**src/rtl/tetris_pkg.sv**
```systemverilog
// Shared board geometry, cell/color types and address helpers for the Tetris playfield store.
package tetris_pkg;

    localparam int BOARD_W = 21;
    localparam int BOARD_H = 41;
    localparam int ADDR_W  = 10;

    typedef logic [4:0]        cell_x_t;
    typedef logic [5:0]        cell_y_t;
    typedef logic [3:0]        color_t;
    typedef logic [ADDR_W-1:0] cell_idx_t;

    localparam color_t    WHITE      = 4'd7;
    localparam color_t    WALL_COLOR = 4'd8;
    localparam cell_idx_t CELL_LAST  = cell_idx_t'(BOARD_W * BOARD_H - 1);

    // Where a pending read result comes from when it lands the next cycle.
    typedef enum logic [1:0] {
        SRC_RAM   = 2'd0,
        SRC_WHITE = 2'd1,
        SRC_WALL  = 2'd2
    } rd_src_t;

    typedef enum logic {
        S_IDLE  = 1'b0,
        S_CLEAR = 1'b1
    } clr_state_t;

    // Row-major linear cell index; only meaningful for in-range coordinates.
    function automatic cell_idx_t cell_idx(input cell_x_t x, input cell_y_t y);
        return cell_idx_t'(y) * cell_idx_t'(BOARD_W) + cell_idx_t'(x);
    endfunction

    // Wrapped coordinates (e.g. x = 31 after moving left from 0) fall outside too.
    function automatic logic in_range(input cell_x_t x, input cell_y_t y);
        return (int'(x) < BOARD_W) && (int'(y) < BOARD_H);
    endfunction

endpackage

```
**src/rtl/tetris_board_mem_if.sv**
```systemverilog
// Control, display and clear signals between the game logic and the board store.
interface tetris_board_mem_if;
    import tetris_pkg::*;

    logic        sram_we;
    logic        sram_re;
    cell_x_t     curr_x;
    cell_y_t     curr_y;
    logic [2:0]  color_w;
    color_t      sram_color;
    logic        disp_re;
    cell_x_t     disp_x;
    cell_y_t     disp_y;
    color_t      disp_color;
    logic        disp_valid;
    logic        clear_req;
    logic        busy;

    modport master (
        output sram_we, sram_re, curr_x, curr_y, color_w,
        output disp_re, disp_x, disp_y, clear_req,
        input  sram_color, disp_color, disp_valid, busy
    );

    modport slave (
        input  sram_we, sram_re, curr_x, curr_y, color_w,
        input  disp_re, disp_x, disp_y, clear_req,
        output sram_color, disp_color, disp_valid, busy
    );

endinterface

```
**src/rtl/tetris_board_ram.sv**
```systemverilog
// Single-port 1024x4 synchronous RAM, write-first: a write returns its own data next cycle.
module tetris_board_ram
    import tetris_pkg::*;
(
    input  logic      clk,
    input  logic      we_i,
    input  cell_idx_t addr_i,
    input  color_t    wdata_i,
    output color_t    rdata_o
);

    color_t mem_q [1 << ADDR_W];
    color_t rdata_q;

    // One access per cycle; contents are deliberately not reset.
    always_ff @(posedge clk) begin
        if (we_i) begin
            mem_q[addr_i] <= wdata_i;
            rdata_q       <= wdata_i;
        end else begin
            rdata_q       <= mem_q[addr_i];
        end
    end

    assign rdata_o = rdata_q;

endmodule

```
**src/rtl/tetris_board_mem.sv**
```systemverilog
// Board store: arbitrates control/display/clear onto one RAM port, range-checks, runs the clear sweep.
module tetris_board_mem
    import tetris_pkg::*;
(
    input logic                clk,
    input logic                reset,
    tetris_board_mem_if.slave  bus
);

    clr_state_t state_q, state_d;
    cell_idx_t  cnt_q, cnt_d;

    logic      busy;
    logic      ctrl_act, ctrl_in, disp_in, disp_grant;
    logic      ram_we;
    cell_idx_t ram_addr;
    color_t    ram_wdata, ram_rdata;

    logic      ctrl_pend_q, disp_pend_q;
    rd_src_t   ctrl_src_d, ctrl_src_q, disp_src_d, disp_src_q;
    color_t    ctrl_hold_q, disp_hold_q;
    color_t    ctrl_val, disp_val;

    assign busy       = (state_q == S_CLEAR);
    assign ctrl_act   = bus.sram_we | bus.sram_re;
    assign ctrl_in    = in_range(bus.curr_x, bus.curr_y);
    assign disp_in    = in_range(bus.disp_x, bus.disp_y);
    // While clearing, display reads never touch the RAM, so they are always granted.
    assign disp_grant = bus.disp_re & (busy | ~ctrl_act);

    // Clear sequencer state register.
    always_ff @(posedge clk) begin
        if (reset) begin
            state_q <= S_IDLE;
            cnt_q   <= '0;
        end else begin
            state_q <= state_d;
            cnt_q   <= cnt_d;
        end
    end

    // Clear sequencer next state: one cell per cycle, 0..CELL_LAST, then back to idle.
    always_comb begin
        state_d = state_q;
        cnt_d   = cnt_q;
        case (state_q)
            S_IDLE: begin
                if (bus.clear_req) begin
                    state_d = S_CLEAR;
                    cnt_d   = '0;
                end
            end
            S_CLEAR: begin
                if (cnt_q == CELL_LAST) begin
                    state_d = S_IDLE;
                    cnt_d   = '0;
                end else begin
                    cnt_d   = cnt_q + 1'b1;
                end
            end
            default: state_d = S_IDLE;
        endcase
    end

    // RAM port mux: clear sweep, then control, then display.
    always_comb begin
        ram_we    = 1'b0;
        ram_addr  = cell_idx(bus.disp_x, bus.disp_y);
        ram_wdata = {1'b0, bus.color_w};
        if (busy) begin
            ram_we    = ~reset;
            ram_addr  = cnt_q;
            ram_wdata = WHITE;
        end else if (ctrl_act) begin
            ram_we    = bus.sram_we & ctrl_in & ~reset;
            ram_addr  = cell_idx(bus.curr_x, bus.curr_y);
        end
    end

    // Pick the source each accepted read will be answered from next cycle.
    always_comb begin
        ctrl_src_d = SRC_RAM;
        disp_src_d = SRC_RAM;
        if (busy) begin
            ctrl_src_d = SRC_WHITE;
            disp_src_d = SRC_WHITE;
        end else begin
            if (!ctrl_in) ctrl_src_d = SRC_WALL;
            if (!disp_in) disp_src_d = SRC_WALL;
        end
    end

    // Pending-read flags and held output values.
    always_ff @(posedge clk) begin
        if (reset) begin
            ctrl_pend_q <= 1'b0;
            disp_pend_q <= 1'b0;
            ctrl_src_q  <= SRC_RAM;
            disp_src_q  <= SRC_RAM;
            ctrl_hold_q <= '0;
            disp_hold_q <= '0;
        end else begin
            ctrl_pend_q <= bus.sram_re;
            disp_pend_q <= disp_grant;
            if (bus.sram_re) ctrl_src_q <= ctrl_src_d;
            if (disp_grant)  disp_src_q <= disp_src_d;
            if (ctrl_pend_q) ctrl_hold_q <= ctrl_val;
            if (disp_pend_q) disp_hold_q <= disp_val;
        end
    end

    // Resolve the landing read data from its recorded source.
    always_comb begin
        ctrl_val = ram_rdata;
        disp_val = ram_rdata;
        case (ctrl_src_q)
            SRC_WHITE: ctrl_val = WHITE;
            SRC_WALL:  ctrl_val = WALL_COLOR;
            default:   ctrl_val = ram_rdata;
        endcase
        case (disp_src_q)
            SRC_WHITE: disp_val = WHITE;
            SRC_WALL:  disp_val = WALL_COLOR;
            default:   disp_val = ram_rdata;
        endcase
    end

    assign bus.sram_color = ctrl_pend_q ? ctrl_val : ctrl_hold_q;
    assign bus.disp_color = disp_pend_q ? disp_val : disp_hold_q;
    assign bus.disp_valid = disp_pend_q;
    assign bus.busy       = busy;

    tetris_board_ram u_ram (
        .clk     (clk),
        .we_i    (ram_we),
        .addr_i  (ram_addr),
        .wdata_i (ram_wdata),
        .rdata_o (ram_rdata)
    );

endmodule

```
**src/flat_wrapper.sv**
```systemverilog
// flat-port wrapper written by rule: the top's interface ports become plain ports
module tetris_board_mem_flat import tetris_pkg::*;
  (clk, reset, bus_sram_we, bus_sram_re, bus_curr_x, bus_curr_y, bus_color_w, bus_disp_re, bus_disp_x, bus_disp_y, bus_clear_req, bus_sram_color, bus_disp_color, bus_disp_valid, bus_busy);
  tetris_board_mem_if bus_i ();
  input logic clk;
  input logic reset;
  input wire logic [$bits(bus_i.sram_we)-1:0] bus_sram_we;
  input wire logic [$bits(bus_i.sram_re)-1:0] bus_sram_re;
  input wire logic [$bits(bus_i.curr_x)-1:0] bus_curr_x;
  input wire logic [$bits(bus_i.curr_y)-1:0] bus_curr_y;
  input wire logic [$bits(bus_i.color_w)-1:0] bus_color_w;
  input wire logic [$bits(bus_i.disp_re)-1:0] bus_disp_re;
  input wire logic [$bits(bus_i.disp_x)-1:0] bus_disp_x;
  input wire logic [$bits(bus_i.disp_y)-1:0] bus_disp_y;
  input wire logic [$bits(bus_i.clear_req)-1:0] bus_clear_req;
  output wire logic [$bits(bus_i.sram_color)-1:0] bus_sram_color;
  output wire logic [$bits(bus_i.disp_color)-1:0] bus_disp_color;
  output wire logic [$bits(bus_i.disp_valid)-1:0] bus_disp_valid;
  output wire logic [$bits(bus_i.busy)-1:0] bus_busy;
  assign bus_i.sram_we = bus_sram_we;
  assign bus_i.sram_re = bus_sram_re;
  assign bus_i.curr_x = bus_curr_x;
  assign bus_i.curr_y = bus_curr_y;
  assign bus_i.color_w = bus_color_w;
  assign bus_i.disp_re = bus_disp_re;
  assign bus_i.disp_x = bus_disp_x;
  assign bus_i.disp_y = bus_disp_y;
  assign bus_i.clear_req = bus_clear_req;
  assign bus_sram_color = bus_i.sram_color;
  assign bus_disp_color = bus_i.disp_color;
  assign bus_disp_valid = bus_i.disp_valid;
  assign bus_busy = bus_i.busy;
  tetris_board_mem u_core (.clk(clk), .reset(reset), .bus(bus_i));
endmodule
```
**config.mk**
```make
export PLATFORM = sky130hd
export DESIGN_NAME = tetris_board_mem_flat
export DESIGN_NICKNAME = d
export VERILOG_FILES = /design/src/rtl/tetris_pkg.sv /design/src/rtl/tetris_board_mem_if.sv /design/src/rtl/tetris_board_ram.sv /design/src/rtl/tetris_board_mem.sv /design/src/flat_wrapper.sv
export SDC_FILE = /design/constraint.sdc
export NUM_CORES = 2
export LEC_CHECK = 0
export CORE_UTILIZATION = 53
export DETAILED_ROUTE_END_ITERATION = 12
export PLACE_DENSITY_LB_ADDON = 0.12
export SYNTH_ARGS = -nofsm -noshare
export SYNTH_HDL_FRONTEND = slang
export SYNTH_HIERARCHICAL = 1
export SYNTH_SLANG_ARGS = --single-unit
```
**constraint.sdc**
```tcl
create_clock -name clk -period 15.7 [get_ports clk]
set_input_delay 4.71 -clock clk [delete_from_list [all_inputs] [get_ports clk]]
set_output_delay 4.71 -clock clk [all_outputs]
set_load 0.005 [all_outputs]
```
After elaboration in Yosys (flattened, before gate mapping)
Memory sizes are Yosys's and may differ from the RTL's. A register that Yosys moved wholly into a read port is not among the register bits.
Cells that the tools add are included.
{"block": "totals", "regBits": 29, "n_memories": 1, "out_inout_bits": 10, "wordCells": 57, "ramBits": 3072}
{"block": "classes", "mul": 2, "add_sub_neg": 3, "n_eq_ne": 6, "magnitude_cmp": 4, "bitwise": 8, "n_mux": 22, "reduce_logical": 2}
{"name": "u_core.u_ram.mem_q", "depth": 1024, "width": 3, "read_ports": 1, "rd_clocked_by_memory_dff": 1, "wr": 1, "line": "tetris_board_ram.sv:12", "rtl": "color_t mem_q [1 << ADDR_W];"}
{"op": "$mux 10", "n": 4}
{"op": "$add 10x5->10", "n": 2}
{"op": "$mul 6x5->10 const B", "n": 2}
{"op": "$pmux 10 s2", "n": 1}
{"op": "$pmux 4 s2", "n": 2}
{"op": "$lt 6x6->1 const B", "n": 2}
{"op": "$mux 4", "n": 3}
{"op": "$add 10x1->10 const B", "n": 1}
{"op": "$eq 10x10->1 const B", "n": 1}
{"op": "$lt 5x5->1 const B", "n": 2}
{"op": "$mux 2", "n": 4}
{"op": "$mux 1", "n": 6}
{"op": "$eq 2x1->1 const B", "n": 2}
{"op": "$eq 2x2->1 const B", "n": 2}
{"op": "$and 1x1->1", "n": 3}
{"op": "$mux 3", "n": 1}
{"op": "$not 1->1", "n": 3}
{"op": "$logic_and 1x1->1", "n": 2}
{"op": "$ne 2x2->1 const B", "n": 1}
{"op": "$or 1x1->1", "n": 2}
{"op": "$pmux 1 s2", "n": 1}

Longest topological paths before layout
{"block": "logic_depth", "ltp_word": 8, "mapped_depth": 20}

By module
The synthesis kept the hierarchy.
{"module": "tetris_board_ram", "n_inst": 1, "seq_area_each_um2": 123198.2, "area_per_inst_um2": 162218.1, "cells_each": 8296}
{"module": "tetris_board_mem", "n_inst": 1, "seq_area_each_um2": 500.5, "area_per_inst_um2": 2821.5, "cells_each": 342}

Least setup slack after synthesis
OpenSTA, ideal clock, no wires.
{"block": "synth_timing", "path_type": "input to register", "from": "in bus_color_w[0]", "to": "mem u_core/u_ram/mem_q[0][0] (netlist bit) (data pin)", "n_path_buf": 0, "setup_time_ns": 1.620, "slack_ns": 2.596, "t_required_ns": 14.080, "stages": 1, "arrival_ns": 11.484, "path_cell_list": "or2_2"}
{"block": "synth_between", "elab_chain_len": 1}
{"element": "start, declared", "line": "flat_wrapper.sv:11", "rtl": "input wire logic [$bits(bus_i.color_w)-1:0] bus_color_w;"}
{"element": "$mux 3", "line": "tetris_board_mem.sv:70", "rtl": "if (busy) begin"}
{"element": "end, declared", "line": "tetris_board_ram.sv:12"}
Every way passes these cells.

==> results.sh <==
export IMPL_wl_mm=462
export IMPL_gr_usage_all_layers_pct=29.5
export IMPL_finalHoldViolCount=0
export IMPL_ys_ff_latch=4131
export IMPL_drive_gt1_share_pct=17.9
export IMPL_cts_path_max_buffers=4
export IMPL_p_per_area_mw_per_mm2=140
export IMPL_synth_edff_count=4096
export IMPL_core_area_mm2=0.309
export IMPL_crit_type="reg2out"
export IMPL_yosysTopAreaCell="edfxtp_1"
export IMPL_max_cap_violations=1
export IMPL_critical_path_max_fanout=41
export IMPL_globalplace_congestion=0.873
export IMPL_syn_inst=8638
export IMPL_area_growth_pct=13.3
export IMPL_hp_start="u_core/cnt_q[9]"
export IMPL_min_path_type="reg2reg"
export IMPL_synth_area_leaders="edfxtp_1 75%, mux4_2 12%, mux2i_1 2.8%"
export IMPL_numClockSinks=4131
export IMPL_synth_top_cell_area_share_pct=74.5
export IMPL_async_flop_share_pct=0
export IMPL_drt_initial_drc_count=12300
export IMPL_grt_max_degree=229
export IMPL_placementRows=204
export IMPL_final_cells=14200
export IMPL_worst_r2r_endpoint="u_core/ctrl_hold_q[3]"
export IMPL_layout_min_cycle_time_ns=12.13
export IMPL_fillCellCount=22300
export IMPL_reg2regPathDepth=14
export IMPL_skew_ns=0.0536
export IMPL_postSynthAreaPerCell_um2=19.1
export IMPL_synth_distinct_cells=88
export IMPL_post_cts_buffers=0
export IMPL_clk_pin_slew_ns=0.06
export IMPL_grt_pass1_vias=88000
export IMPL_fin_crit_sh_pct=77.3
export IMPL_end_kind="output port"
export IMPL_violations="capacitance limit"
export IMPL_yosysMostFrequentCell="edfxtp_1"
export IMPL_rsz0062_at_grt="false"
export IMPL_cts_tree="yes"
export IMPL_synth_flop_cell="edfxtp_1"
export IMPL_vdd_ir_drop_max_mv=0.108
export IMPL_clock_root_buffer="clkbuf_16"
export IMPL_nets=9842
export IMPL_htreeDepth=5
export IMPL_overflow=0
export IMPL_clk_latency_ns=0.99
export IMPL_ys_seq_area_share_pct=75.0
export IMPL_p_leak_nw=59.0
export IMPL_start_util_pct=53.3
export IMPL_cp_arrival_ns=7.42
export IMPL_multi_input_area_mm2=0.0423
export IMPL_firstDrtPassIters=6
export IMPL_cp_start_kind="flop"
export IMPL_status="finished, violations left"
export IMPL_die_h_um=560
export IMPL_die_area_mm2=0.314
export IMPL_cts_buffers=408
export IMPL_fin_tns_setup_ns=0
export IMPL_via_count=88500
export IMPL_holdPathEnd="u_core/cnt_q[9]"
export IMPL_setup_violations_final=0
export IMPL_ant_nets=0
export IMPL_wl_per_cell_um=32.5
export IMPL_mappedNetlistArea_mm2=0.165
export IMPL_required_ns=10.99
export IMPL_max_clock_freq_ghz=0.0824
export IMPL_portBuffers=40
export IMPL_viasPerCell=6.22
export IMPL_seqCellArea_mm2=0.124
export IMPL_maxSlewViolCount=0
export IMPL_post_cts_resized=0
export IMPL_die_w_um=560
export IMPL_synth_common_cells="4,096 x edfxtp_1, 1,138 x nor2_1, 875 x mux4_2"
export IMPL_worst_slew_pin_slew_ns=1.49
export IMPL_cts_hold_buffers_added=0
export IMPL_drcViolationCount=0
export IMPL_synth_warning_count=6
export IMPL_ios=41
export IMPL_r2r_slack_ns=9.44
export IMPL_dp_cells=13500
export IMPL_holdPathStages=1
export IMPL_grt_pass1_wl_mm=654
export IMPL_post_dp_hpwl_mm=280
export IMPL_maxSlewHeadroom_pct=0.684
export IMPL_grt_antenna_before_repair=39
==> logic make-up (layout without fill, tap and decap cells) <==
family                     count (synthesis)  after routing  synth area share [%]
AOI/OAI and AO/OA                        751            751                  3.19
xor gates and xnor gates                  10             10                0.0531
adders and majority gates                 70             70                 0.576
buffers and inverters                    650           1076                  2.05
DFF                                     4131           4131                  75.0
muxes                                   1371           1371                  15.0
other                                      1           1036               0.00227
and+or+nand+nor                         1654           1654                  4.20
==> critical path, stage by stage (launching register included) <==
cell and delay, ns:
dfxtp_4 0.95, buf_4 0.53, buf_4 0.70, mux4_2 0.61, mux4_2 0.53, nand2_1 0.10, nand3_1 0.52, o31ai_1 0.53
nor3_1 0.29, nor2_1 0.27, o2111ai_1 0.29, buf_4 0.31, mux2i_1 0.15, a21oi_1 0.10, clkdlybuf4s50_1 0.48
==> report_power, final <==
part           internal, mW  switching, mW  leakage, nW
Clock                  5.41           4.20         6.38
Combinational          1.32           2.92         15.9
Sequential             12.2         0.0506         36.8
Total                  18.9           7.17         59.0
==> final cells by class <==
cell class	instances	share of cell area, %
diodes	12	0.0161
clock buffers	480	5.63
clock inverters	276	1.37
inverters	49	0.106
multi-input cells	4880	22.6
flip-flops and latches	4131	66.2
well taps	4120	2.76
repair buffers	271	1.32
==> registers in the layout, indices dropped and copies added, names as in the netlist, named ones only <==
signal	count
u_core/u_ram/mem_q	4096
u_core/cnt_q	10
u_core/ctrl_hold_q	4
u_core/disp_hold_q	4
u_core/ctrl_src_q	2
u_core/disp_src_q	2
u_core/bus.busy	1
u_core/bus.disp_valid	1
u_core/ctrl_pend_q	1
==> worst max-delay path by stage <==
| stage | start | end | slack (ns) | depth (start not counted) |
|---|---|---|---|---|
| after global routing | flop | bus_sram_color[3] | 3.35 | 14 |
| after detailed placement | bus_curr_y[1] | u_core/u_ram/mem_q[795][3] | 4.51 | 17 |
| after floorplan | bus_color_w[0] | u_core/u_ram/mem_q[0][0] | 2.60 | 1 |
| after CTS | flop | bus_sram_color[0] | 3.59 | 11 |
| final | flop | bus_sram_color[3] | 3.57 | 14 |
| after global placement | flop | bus_disp_color[0] | 4.58 | 11 |
==> routing by layer <==
| layer | GRT usage [%] | routed length (um) | vias to the layer above |
|---|---|---|---|
| met4 | 10.7 | 18000 | 6 |
| li1 | - | - | 36300 |
| met3 | 6.26 | 51200 | 809 |
| met2 | 45.8 | 216000 | 5001 |
| met5 | 0 | 23 | - |
| met1 | 41.7 | 177000 | 46400 |
==> layout by cell type (no fill, tap or decap), types with 16 or more instances in the layout <==
cell / count
edfxtp_1: 4096
nor2_1: 1133
conb_1: 1024
mux4_2: 875
mux2i_1: 469
clkbuf_16: 409
buf_4: 203
nand2_1: 173
o221ai_1: 168
a21oi_1: 159
clkinv_1: 106
nor3_1: 100
o22ai_1: 89
clkinv_2: 88
a22oi_1: 82
o21ai_0: 79
clkbuf_1: 69
ha_1: 60
inv_1: 45
nand3_1: 43
clkdlybuf4s50_1: 40
bufinv_16: 36
a221oi_1: 29
dfxtp_1: 28
buf_12: 27
mux2_2: 26
nor2b_1: 25
nand3_4: 24
nor4_1: 20
a211oi_1: 18
clkinvlp_4: 17
nand2b_1: 16
==> per-stage QoR <==
| step | hold WS [ns] | power [mW] | util [%] | cell area (um^2) | setup slack, ns |
|---|---|---|---|---|---|
| 6_report | 0.520 | 26.1 | 60.4 | 187000 | 3.57 |
| 5_1_grt | 0.540 | 26.7 | 60.4 | 187000 | 3.35 |
| 4_1_cts | 0.514 | 26.1 | 60.4 | 187000 | 3.59 |
| 3_5_place_dp | 0.508 | 16.6 | 56.2 | 174000 | 4.51 |
| 3_3_place_gp | 0.502 | 16.6 | 56.2 | 174000 | 4.58 |
| 2_1_floorplan | 0.465 | 14.9 | - | 169000 | 2.60 |
Note: power is estimated with default switching activity, not from simulation.
